File: src/rtl/id_ex_pipe_buf.sv
// ID/EX pipeline buffer: valid/ready handshake, kill-to-bubble, synchronous flush.
// Define PIPE_SKID_EN for the 2-entry skid buffer; otherwise a single entry is kept.
module id_ex_pipe_buf #(
    parameter int CTRL_WIDTH = 10,
    parameter int DATA_WIDTH = 143
) (
    input  logic                  clk,
    input  logic                  reset_n,
    input  logic                  flush,
    input  logic                  in_valid,
    output logic                  in_ready,
    input  logic                  in_kill,
    input  logic [CTRL_WIDTH-1:0] in_ctrl,
    input  logic [DATA_WIDTH-1:0] in_data,
    output logic                  out_valid,
    input  logic                  out_ready,
    output logic [CTRL_WIDTH-1:0] out_ctrl,
    output logic [DATA_WIDTH-1:0] out_data,
    output logic [1:0]            count
);

    logic [CTRL_WIDTH-1:0] head_ctrl_r;
    logic [CTRL_WIDTH-1:0] head_ctrl_nxt_s;
    logic [DATA_WIDTH-1:0] head_data_r;
    logic [DATA_WIDTH-1:0] head_data_nxt_s;
    logic [1:0]            count_r;
    logic [1:0]            count_nxt_s;
    logic                  push_s;
    logic                  pop_s;
    logic                  out_valid_s;
    logic                  in_ready_s;
    logic [CTRL_WIDTH-1:0] in_ctrl_eff_s;

    assign out_valid_s   = (count_r != 2'd0);
    assign pop_s         = out_valid_s && out_ready;
    assign push_s        = in_valid && in_ready_s && !flush;
    // A killed entry still occupies a slot, but as a bubble with no side effects.
    assign in_ctrl_eff_s = in_kill ? {CTRL_WIDTH{1'b0}} : in_ctrl;

    assign in_ready  = in_ready_s;
    assign out_valid = out_valid_s;
    assign out_ctrl  = out_valid_s ? head_ctrl_r : {CTRL_WIDTH{1'b0}};
    assign out_data  = head_data_r;

`ifdef PIPE_SKID_EN

    logic [CTRL_WIDTH-1:0] skid_ctrl_r;
    logic [CTRL_WIDTH-1:0] skid_ctrl_nxt_s;
    logic [DATA_WIDTH-1:0] skid_data_r;
    logic [DATA_WIDTH-1:0] skid_data_nxt_s;

    // Readiness depends only on registered occupancy, breaking the out_ready path.
    assign in_ready_s = (count_r != 2'd2);
    assign count      = count_r;

    // Next-state for the head/skid pair and occupancy.
    always_comb begin
        head_ctrl_nxt_s = head_ctrl_r;
        head_data_nxt_s = head_data_r;
        skid_ctrl_nxt_s = skid_ctrl_r;
        skid_data_nxt_s = skid_data_r;
        count_nxt_s     = count_r;
        if (flush) begin
            count_nxt_s     = 2'd0;
            head_ctrl_nxt_s = {CTRL_WIDTH{1'b0}};
            skid_ctrl_nxt_s = {CTRL_WIDTH{1'b0}};
        end else begin
            case (count_r)
                2'd0: begin
                    if (push_s) begin
                        head_ctrl_nxt_s = in_ctrl_eff_s;
                        head_data_nxt_s = in_data;
                        count_nxt_s     = 2'd1;
                    end else begin
                        count_nxt_s     = 2'd0;
                    end
                end
                2'd1: begin
                    if (push_s && pop_s) begin
                        head_ctrl_nxt_s = in_ctrl_eff_s;
                        head_data_nxt_s = in_data;
                        count_nxt_s     = 2'd1;
                    end else if (push_s) begin
                        skid_ctrl_nxt_s = in_ctrl_eff_s;
                        skid_data_nxt_s = in_data;
                        count_nxt_s     = 2'd2;
                    end else if (pop_s) begin
                        count_nxt_s     = 2'd0;
                    end else begin
                        count_nxt_s     = 2'd1;
                    end
                end
                2'd2: begin
                    if (pop_s) begin
                        head_ctrl_nxt_s = skid_ctrl_r;
                        head_data_nxt_s = skid_data_r;
                        count_nxt_s     = 2'd1;
                    end else begin
                        count_nxt_s     = 2'd2;
                    end
                end
                default: begin
                    count_nxt_s     = 2'd0;
                    head_ctrl_nxt_s = {CTRL_WIDTH{1'b0}};
                    skid_ctrl_nxt_s = {CTRL_WIDTH{1'b0}};
                end
            endcase
        end
    end

    // Skid entry storage.
    always_ff @(posedge clk or negedge reset_n) begin
        if (!reset_n) begin
            skid_ctrl_r <= {CTRL_WIDTH{1'b0}};
            skid_data_r <= {DATA_WIDTH{1'b0}};
        end else begin
            skid_ctrl_r <= skid_ctrl_nxt_s;
            skid_data_r <= skid_data_nxt_s;
        end
    end

`else

    // Single entry: may accept in the same cycle the head is consumed.
    assign in_ready_s = !out_valid_s || out_ready;
    assign count      = {1'b0, count_r[0]};

    // Next-state for the single head entry.
    always_comb begin
        head_ctrl_nxt_s = head_ctrl_r;
        head_data_nxt_s = head_data_r;
        count_nxt_s     = count_r;
        if (flush) begin
            count_nxt_s     = 2'd0;
            head_ctrl_nxt_s = {CTRL_WIDTH{1'b0}};
        end else if (push_s) begin
            head_ctrl_nxt_s = in_ctrl_eff_s;
            head_data_nxt_s = in_data;
            count_nxt_s     = 2'd1;
        end else if (pop_s) begin
            count_nxt_s     = 2'd0;
        end else begin
            count_nxt_s     = count_r;
        end
    end

`endif

    // Head entry and occupancy registers.
    always_ff @(posedge clk or negedge reset_n) begin
        if (!reset_n) begin
            head_ctrl_r <= {CTRL_WIDTH{1'b0}};
            head_data_r <= {DATA_WIDTH{1'b0}};
            count_r     <= 2'd0;
        end else begin
            head_ctrl_r <= head_ctrl_nxt_s;
            head_data_r <= head_data_nxt_s;
            count_r     <= count_nxt_s;
        end
    end

endmodule

File: config.mk
export PLATFORM = sky130hd
export DESIGN_NAME = id_ex_pipe_buf
export DESIGN_NICKNAME = d
export VERILOG_FILES = /design/src/rtl/id_ex_pipe_buf.sv
export SDC_FILE = /design/constraint.sdc
export NUM_CORES = 1
export LEC_CHECK = 0
export CORE_ASPECT_RATIO = 1.25
export CORE_MARGIN = 3
export CORE_UTILIZATION = 36
export CTS_BUF_LIST = sky130_fd_sc_hd__clkbuf_16
export DETAILED_ROUTE_END_ITERATION = 7
export GPL_TIMING_DRIVEN = 0
export HOLD_SLACK_MARGIN = 0.08
export PLACE_DENSITY_LB_ADDON = 0.25
export SLEW_MARGIN = 20
export SYNTH_ARGS = -nofsm -noshare
export SYNTH_HDL_FRONTEND = slang
export SYNTH_SLANG_ARGS = --single-unit
File: constraint.sdc
create_clock -name clk -period 1.43 [get_ports clk]
set_clock_uncertainty 0.1 [all_clocks]
set_input_delay 0.286 -clock clk [delete_from_list [all_inputs] [get_ports clk]]
set_output_delay 0.286 -clock clk [all_outputs]
set_load 0.1 [all_outputs]
==> reports/results.txt <==
Outcome - finished with violations
Failing checks - negative setup slack
Critical R2R Launch - count_r[0]
Number of routed nets with antenna violations - 0
R2r worst-path depth - 6
Port Buffer Count - 314
Die height - 152 um
Top-count cell post-synth - dfrtp_1
Layout area overhead - 110%
Post-place setup slack - -1130 ps
Final hold slack - 337 ps
RSZ-0062 raised after global routing - true
Layout Utilization - 78.5%
GP Congestion - 0.747
CP cell instances - and2b_4, nor2_4, buf_12, buf_12, buf_12, mux2_4
Seq cells post-synth - 154
Synth warn - 0
Distinct cell type count after synthesis - 18
Net Count, Synth - 503
Die area - 18600 um^2
Storage element area - 3860 um^2
Clock power frac - 21.8%
Main synth FF type - dfrtp_1
Sequential share of the synthesized area - 63.0%
Peak Freq - 532 MHz
Internal Pwr Total - 0.0124 W
Initial antenna violation count - 1
Net Sw Power - 0.00904 W
Reg2reg end - out_data[124]
Critical path type - flop to flop
Final Worst Setup Slack - -451 ps
Setup crit start - count_r[0]
I/O pins - 316
# fillers - 835
Grt total ovfl - 0
Vias/cell - 4.66
Critical path peak fanout - 10
Total placed cells including tap cells - 875
Fraction of the cycle the final worst path needs - 132%
Switching share of power - 42.2%
Maximum vdd drop - 1.04 mV
Clock sink count - 154
Global-route wire length before repair - 27.8 mm
Mapped Cells - 344
Fraction of registers with async set/reset - 100%
Initial core utilization - 37.3%
Final setup vio count - 176
HPWL after DPL - 12.7 mm
WL final - 21.4 mm
Initial DRC count - 197
CP max stage delay - 520 ps
Final hold violation count - 0
Worst skew pair latency - 420 ps
Via total after detailed routing - 4613
Multi-input gate area - 2380 um^2
CP Launch Type - flop
Critical Path End - out_data[124]
Slew Viols, Final - 0
Floorplan row count - 52
Number of global-route vias before repair - 4862
Logic gate share of total power - 50.6%
Nets - 918
Syn avg cell area - 17.8 um^2
Clock tree root driver cell - clkbuf_16
Post-route minimum period - 1880 ps
CTS tree - done
Clk pin slew, worst setup/hold paths - 60 ps
Max Cap Violations - 0
Core ar. - 16400 um^2
Post-synthesis cell area - 6120 um^2
Leak Pwr - 5.89 nW
Hold Crit Class - input pin to async pin
Worst setup EP type - flop
Residual DRC - 0
Largest net degree at the start of global routing - 81
Die boundary width - 123 um
Worst R2R Setup Slack - -450 ps
Layout cells sized above 1 - 57.5%
Drt pass-1 iters - 4
Top cell type's share of synthesized area - 63.0%
Worst path most repeated cell - buf_12
Sequential power share - 27.6%
Post-Layout Cell Count - 989
Pwr/cell area - 1660 nW/um^2
EDFF count, synth - 0
GRT Total Usage - 19.9%
Biggest area consumer among synthesized cells - dfrtp_1
Clk buf depth - 2
Worst EP required - 1630 ps
CTS buffer count - 17
Synth top cells by count - 154 x dfrtp_1, 73 x mux2_2, 70 x mux2_4
WL/cell - 21.6 um
Synth top area cells - dfrtp_1 63%, mux2_4 17%, mux2_2 13%
Worst path slowest cell - dfrtp_4
H-tree level count - 4
Crit path DAT - 2080 ps
-- critical path, delay by kind of cell (launching register included) --
family	cells	cell delay [ps]
DFF	1	520
buffers and inverters	3	460
muxes	1	310
and+or+nand+nor	2	340
-- cell usage in the layout (no fill, tap or decap), drive strengths merged --
| cell | n |
|---|---|
| a21oi | 2 |
| a22o | 10 |
| and2 | 10 |
| and2b | 1 |
| buf | 251 |
| bufinv | 4 |
| clkbuf | 21 |
| clkdlybuf4s50 | 157 |
| clkinv | 5 |
| clkinvlp | 4 |
| conb | 1 |
| dfrtp | 154 |
| diode | 1 |
| dlygate4sd3 | 1 |
| inv | 3 |
| mux2 | 143 |
| nand2b | 1 |
| nor2 | 3 |
| nor3 | 1 |
-- layer usage --
metal  global-route usage (%)  part of all wire [%]  vias up
met2                     33.6                    53      227
met5                        0                     0        -
met3                     7.50                   8.2       33
li1                         -                     -     2044
met1                     22.7                    36     2309
met4                     7.73                   2.6        0
-- cells by family after synthesis --
group	share of synthesized area, %
flops	63.0
mux	30.6
buf+inv	2.84
simple gates	1.88
compound gates	1.58
other cells	0.0613
-- power groups by stage --
stage                     combinational (W)  clock [W]  sequential, W
after floorplan                     0.00133          0         0.0106
after global placement              0.00868          0        0.00552
after detailed placement            0.00873          0        0.00554
after CTS                           0.00971    0.00474        0.00575
after global routing                 0.0111    0.00499        0.00597
final                                0.0108    0.00468        0.00591
-- stage by stage --
stage / area [um^2] / TNS (ps) / total power [W]
after floorplan: 6430 / -83190 / 0.0120
after global placement: 9840 / -1103720 / 0.0142
after detailed placement: 9870 / -193440 / 0.0143
after CTS: 11700 / -57780 / 0.0202
after global routing: 12900 / -71980 / 0.0220
final: 12900 / -63420 / 0.0214
-- state kept, by name, summed over array words and instances (netlist names) --
register and flops:
count_r 1, head_ctrl_r 10, out_data 143
-- worst min-delay path by stage --
stage	slack [ps]	startpoint	end
finish	340	reset_n	out_data[125]
global route	350	reset_n	out_data[119]
CTS	340	in_ctrl[4]	head_ctrl_r[4]
detailed placement	210	reset_n	out_data[125]
global placement	380	head_ctrl_r[5]	head_ctrl_r[5]
floorplan	-110	reset_n	head_ctrl_r[0]
-- what timing repair did --
action,CTS,global route
endpoints found under the setup margin,309,372
endpoints found under the hold margin,79,0
gates cloned,4,3
gates resized for setup,1285,145
hold buffers,1,0
buffers inserted,17,58
pin swaps,12,5
-- cell type report --
type / count / share of cell area [%]
Antenna cell: 1 / 0.0194
Inverter: 1 / 0.0583
Multi-Input combinational cell: 172 / 18.5
Tap cell: 216 / 2.10
Timing Repair Buffer: 396 / 42.2
Buffer: 17 / 2.42
Clock inverter: 15 / 1.44
Clock buffer: 17 / 3.31
Sequential cell: 154 / 30.0
Power figures use the tool's default switching activity.
==> RTL change, RTL diff (same settings) <==
Add a define of `PIPE_SKID_EN`.
--- a/src/rtl/id_ex_pipe_buf.sv
+++ b/src/rtl/id_ex_pipe_buf.sv
@@ -1,5 +1,7 @@
 // ID/EX pipeline buffer: valid/ready handshake, kill-to-bubble, synchronous flush.
 // Define PIPE_SKID_EN for the 2-entry skid buffer; otherwise a single entry is kept.
+`define PIPE_SKID_EN
+
 module id_ex_pipe_buf #(
     parameter int CTRL_WIDTH = 10,
     parameter int DATA_WIDTH = 143
Formal check against the unedited RTL: not equivalent (Yosys sat finds a counterexample within 4 cycles, from zero or initial values and one cycle with reset_n low).
==> RTL change against the original RTL <==
  * The flow finishes with violations (negative hold slack, negative setup slack)
  * Synthesized area grew 110%
  * Sequential cell count increased by 154
  * Power grew 58%
  * Wire length is 81% higher
  * Setup slack got worse by 0.70 ns
  * Global-route usage decreased by 0.70 points
  * Highest routed layer is now met5
  * Largest cell class is now flip-flops and latches
  * Final area grew 54%
  * Count of clock-buffer cells in the layout rose by 14
==> RTL change: results (changes against the original RTL) <==
| Metric | Value |
|---|---|
| Outcome | `complete, but fails checks (unchanged)` |
| Failing checks | `negative hold slack, negative setup slack (was negative setup slack)` |
| Gr usage total | `19.16% (was 19.86%)` |
| Initial DRC count | `460 (was 197)` |
| Worst vdd ir | `1.138 mV (was 1.038 mV)` |
| Placed Area | `17190 um2 (was 9874 um2)` |
| WHS | `-0.4774 ns (was 0.3373 ns)` |
| Synth top cells by count | `dfrtp_1, nand2_1, nor2_1 (was dfrtp_1, mux2_2, mux2_4)` |
| Clock Latency Late Sink | `0.57 ns (was 0.42 ns)` |
| Largest buffer count on any clock path | `3 (was 2)` |
| Biggest cell delay along the critical path | `0.48 ns (was 0.52 ns)` |
| Reg-to-reg endpoint | `out_data[67]$_DFFE_PN0P_ (was out_data[124]$_DFFE_PN0P_)` |
| First-pass GRT wire length | `59150 um (was 27850 um)` |
| Port bufs | `315 (was 314)` |
| DP HPWL | `26180 um (was 12750 um)` |
| Worst EP arrival | `2.94 ns (was 2.08 ns)` |
| Final Util | `55.48% (was 78.50%)` |
| GPL Wtd Cong | `0.7839 (was 0.7472)` |
| Seq/Total Area, Yosys | `58.76% (was 63.01%)` |
| Final WS setup | `-1.153 ns (was -0.4505 ns)` |
| Num CTS Buffers | `31 (was 17)` |
| Post-synthesis mux area share | `13.33% (was 30.63%)` |
| Critical path's slowest cell | `dfrtp_4 (unchanged)` |
| Fin. Hold Viols | `192 (was 0)` |
| Vias in the first global route | `10.69k (was 4862)` |
| Worst min path class | `in2async (unchanged)` |
| P_leak | `8.171 nW (was 5.894 nW)` |
| Drt first pass iters | `4 (unchanged)` |
| Unique cell type count in the Yosys netlist | `26 (was 18)` |
| Fillers | `3032 (was 835)` |
| Final #Nets | `1756 (was 918)` |
| Syn nets | `1380 (was 503)` |
| WL final | `38720 um (was 21370 um)` |
| Total number of H-tree levels | `1 (was 4)` |
| Adder-Cell Fraction of Synth Area | `0.1908% (was 0%)` |
| Final setup vio count | `465 (was 176)` |
| Area contributors post-synth | `dfrtp_1, nand2_1, mux2_2 (was dfrtp_1, mux2_4, mux2_2)` |
| Initial antenna violation count | `3 (was 1)` |
| Pin count of the biggest net entering global routing | `96 (was 81)` |
| Placed cell count | `2011 (was 875)` |
| Post-Syn Instances | `1219 (was 344)` |
| Crit-path leading delay family | `buffers and inverters (was flip-flops)` |
| Compound-Gate Fraction of Synth Area | `8.041% (was 1.575%)` |
| R2r startpoint | `count[1]$_DFF_PN0_ (was count_r[0]$_DFFE_PN0P_)` |
| Setup TNS | `-489.43 ns (was -63.42 ns)` |
| Clock slew seen by the registers of the worst setup and hold paths | `0.07 ns` |
| Cell Count, Final, Fillers Out | `2095 (was 989)` |
| Vias | `10.35k (was 4613)` |
| Post-place setup slack | `-1.741 ns (was -1.134 ns)` |
| Cells on worst reg2reg path | `14 (was 6)` |
| Share of layout cells above drive strength 1 | `24.01% (was 57.51%)` |
==> RTL change: cell types whose count changed in the layout (fill, tap and decap cells not counted), sizes merged, moves of 10 or more <==
cell | before | now
dfrtp | 154 | 308
clkdlybuf4s50 | 157 | 297
a31oi | 0 | 144
nor2b | 0 | 12
inv | 3 | 13
and2 | 10 | 0
a22o | 10 | 0
mux2 | 143 | 154
nor2 | 3 | 180
clkbuf | 21 | 65
buf | 251 | 92
nand2 | 0 | 290
a211oi | 0 | 10
==> RTL change: power by group <==
| part | internal, mW | switching [mW] | total, mW |
|---|---|---|---|
| combinational | 4.22 | 9.23 | 13.5 |
| sequential | 10.9 | 1.29 | 12.2 |
| clock | 4.84 | 3.50 | 8.33 |
==> RTL change: logic make-up after synthesis <==
| kind of cell | count (synthesis) |
|---|---|
| muxes | 155 |
| adders and majority gates | 2 |
| DFF | 308 |
| buffers and inverters | 93 |
| and+or+nand+nor | 493 |
| AOI/OAI and AO/OA | 168 |
==> RTL change: timing repair <==
action,4_1_cts,5_1_grt
endpoints found under the hold margin,213,191
gates cloned,4,4
resized for setup,213,130
pin swaps,1,3
endpoints found under the setup margin,465,465
buffers inserted,10,8
==> RTL change: area by class of cell <==
| type | count | share of cell area (%) |
|---|---|---|
| Timing Repair Buffer | 343 | 18.48 |
| Multi-Input combinational cell | 819 | 28.88 |
| Clock inverter | 27 | 1.284 |
| Inverter | 5 | 0.1139 |
| Tap cell | 474 | 2.999 |
| Clock buffer | 31 | 3.923 |
| Antenna cell | 1 | 0.01265 |
| Sequential cell | 308 | 39.02 |
| Buffer | 87 | 5.289 |
==> RTL change: layer usage <==
layer	wire length, um	vias to the layer above	GRT usage (%)
li1	-	4883	-
met1	15330	5102	23.20
met2	19470	295	33.27
met3	2850	66	5.123
met4	1047	4	6.078
met5	24	-	0
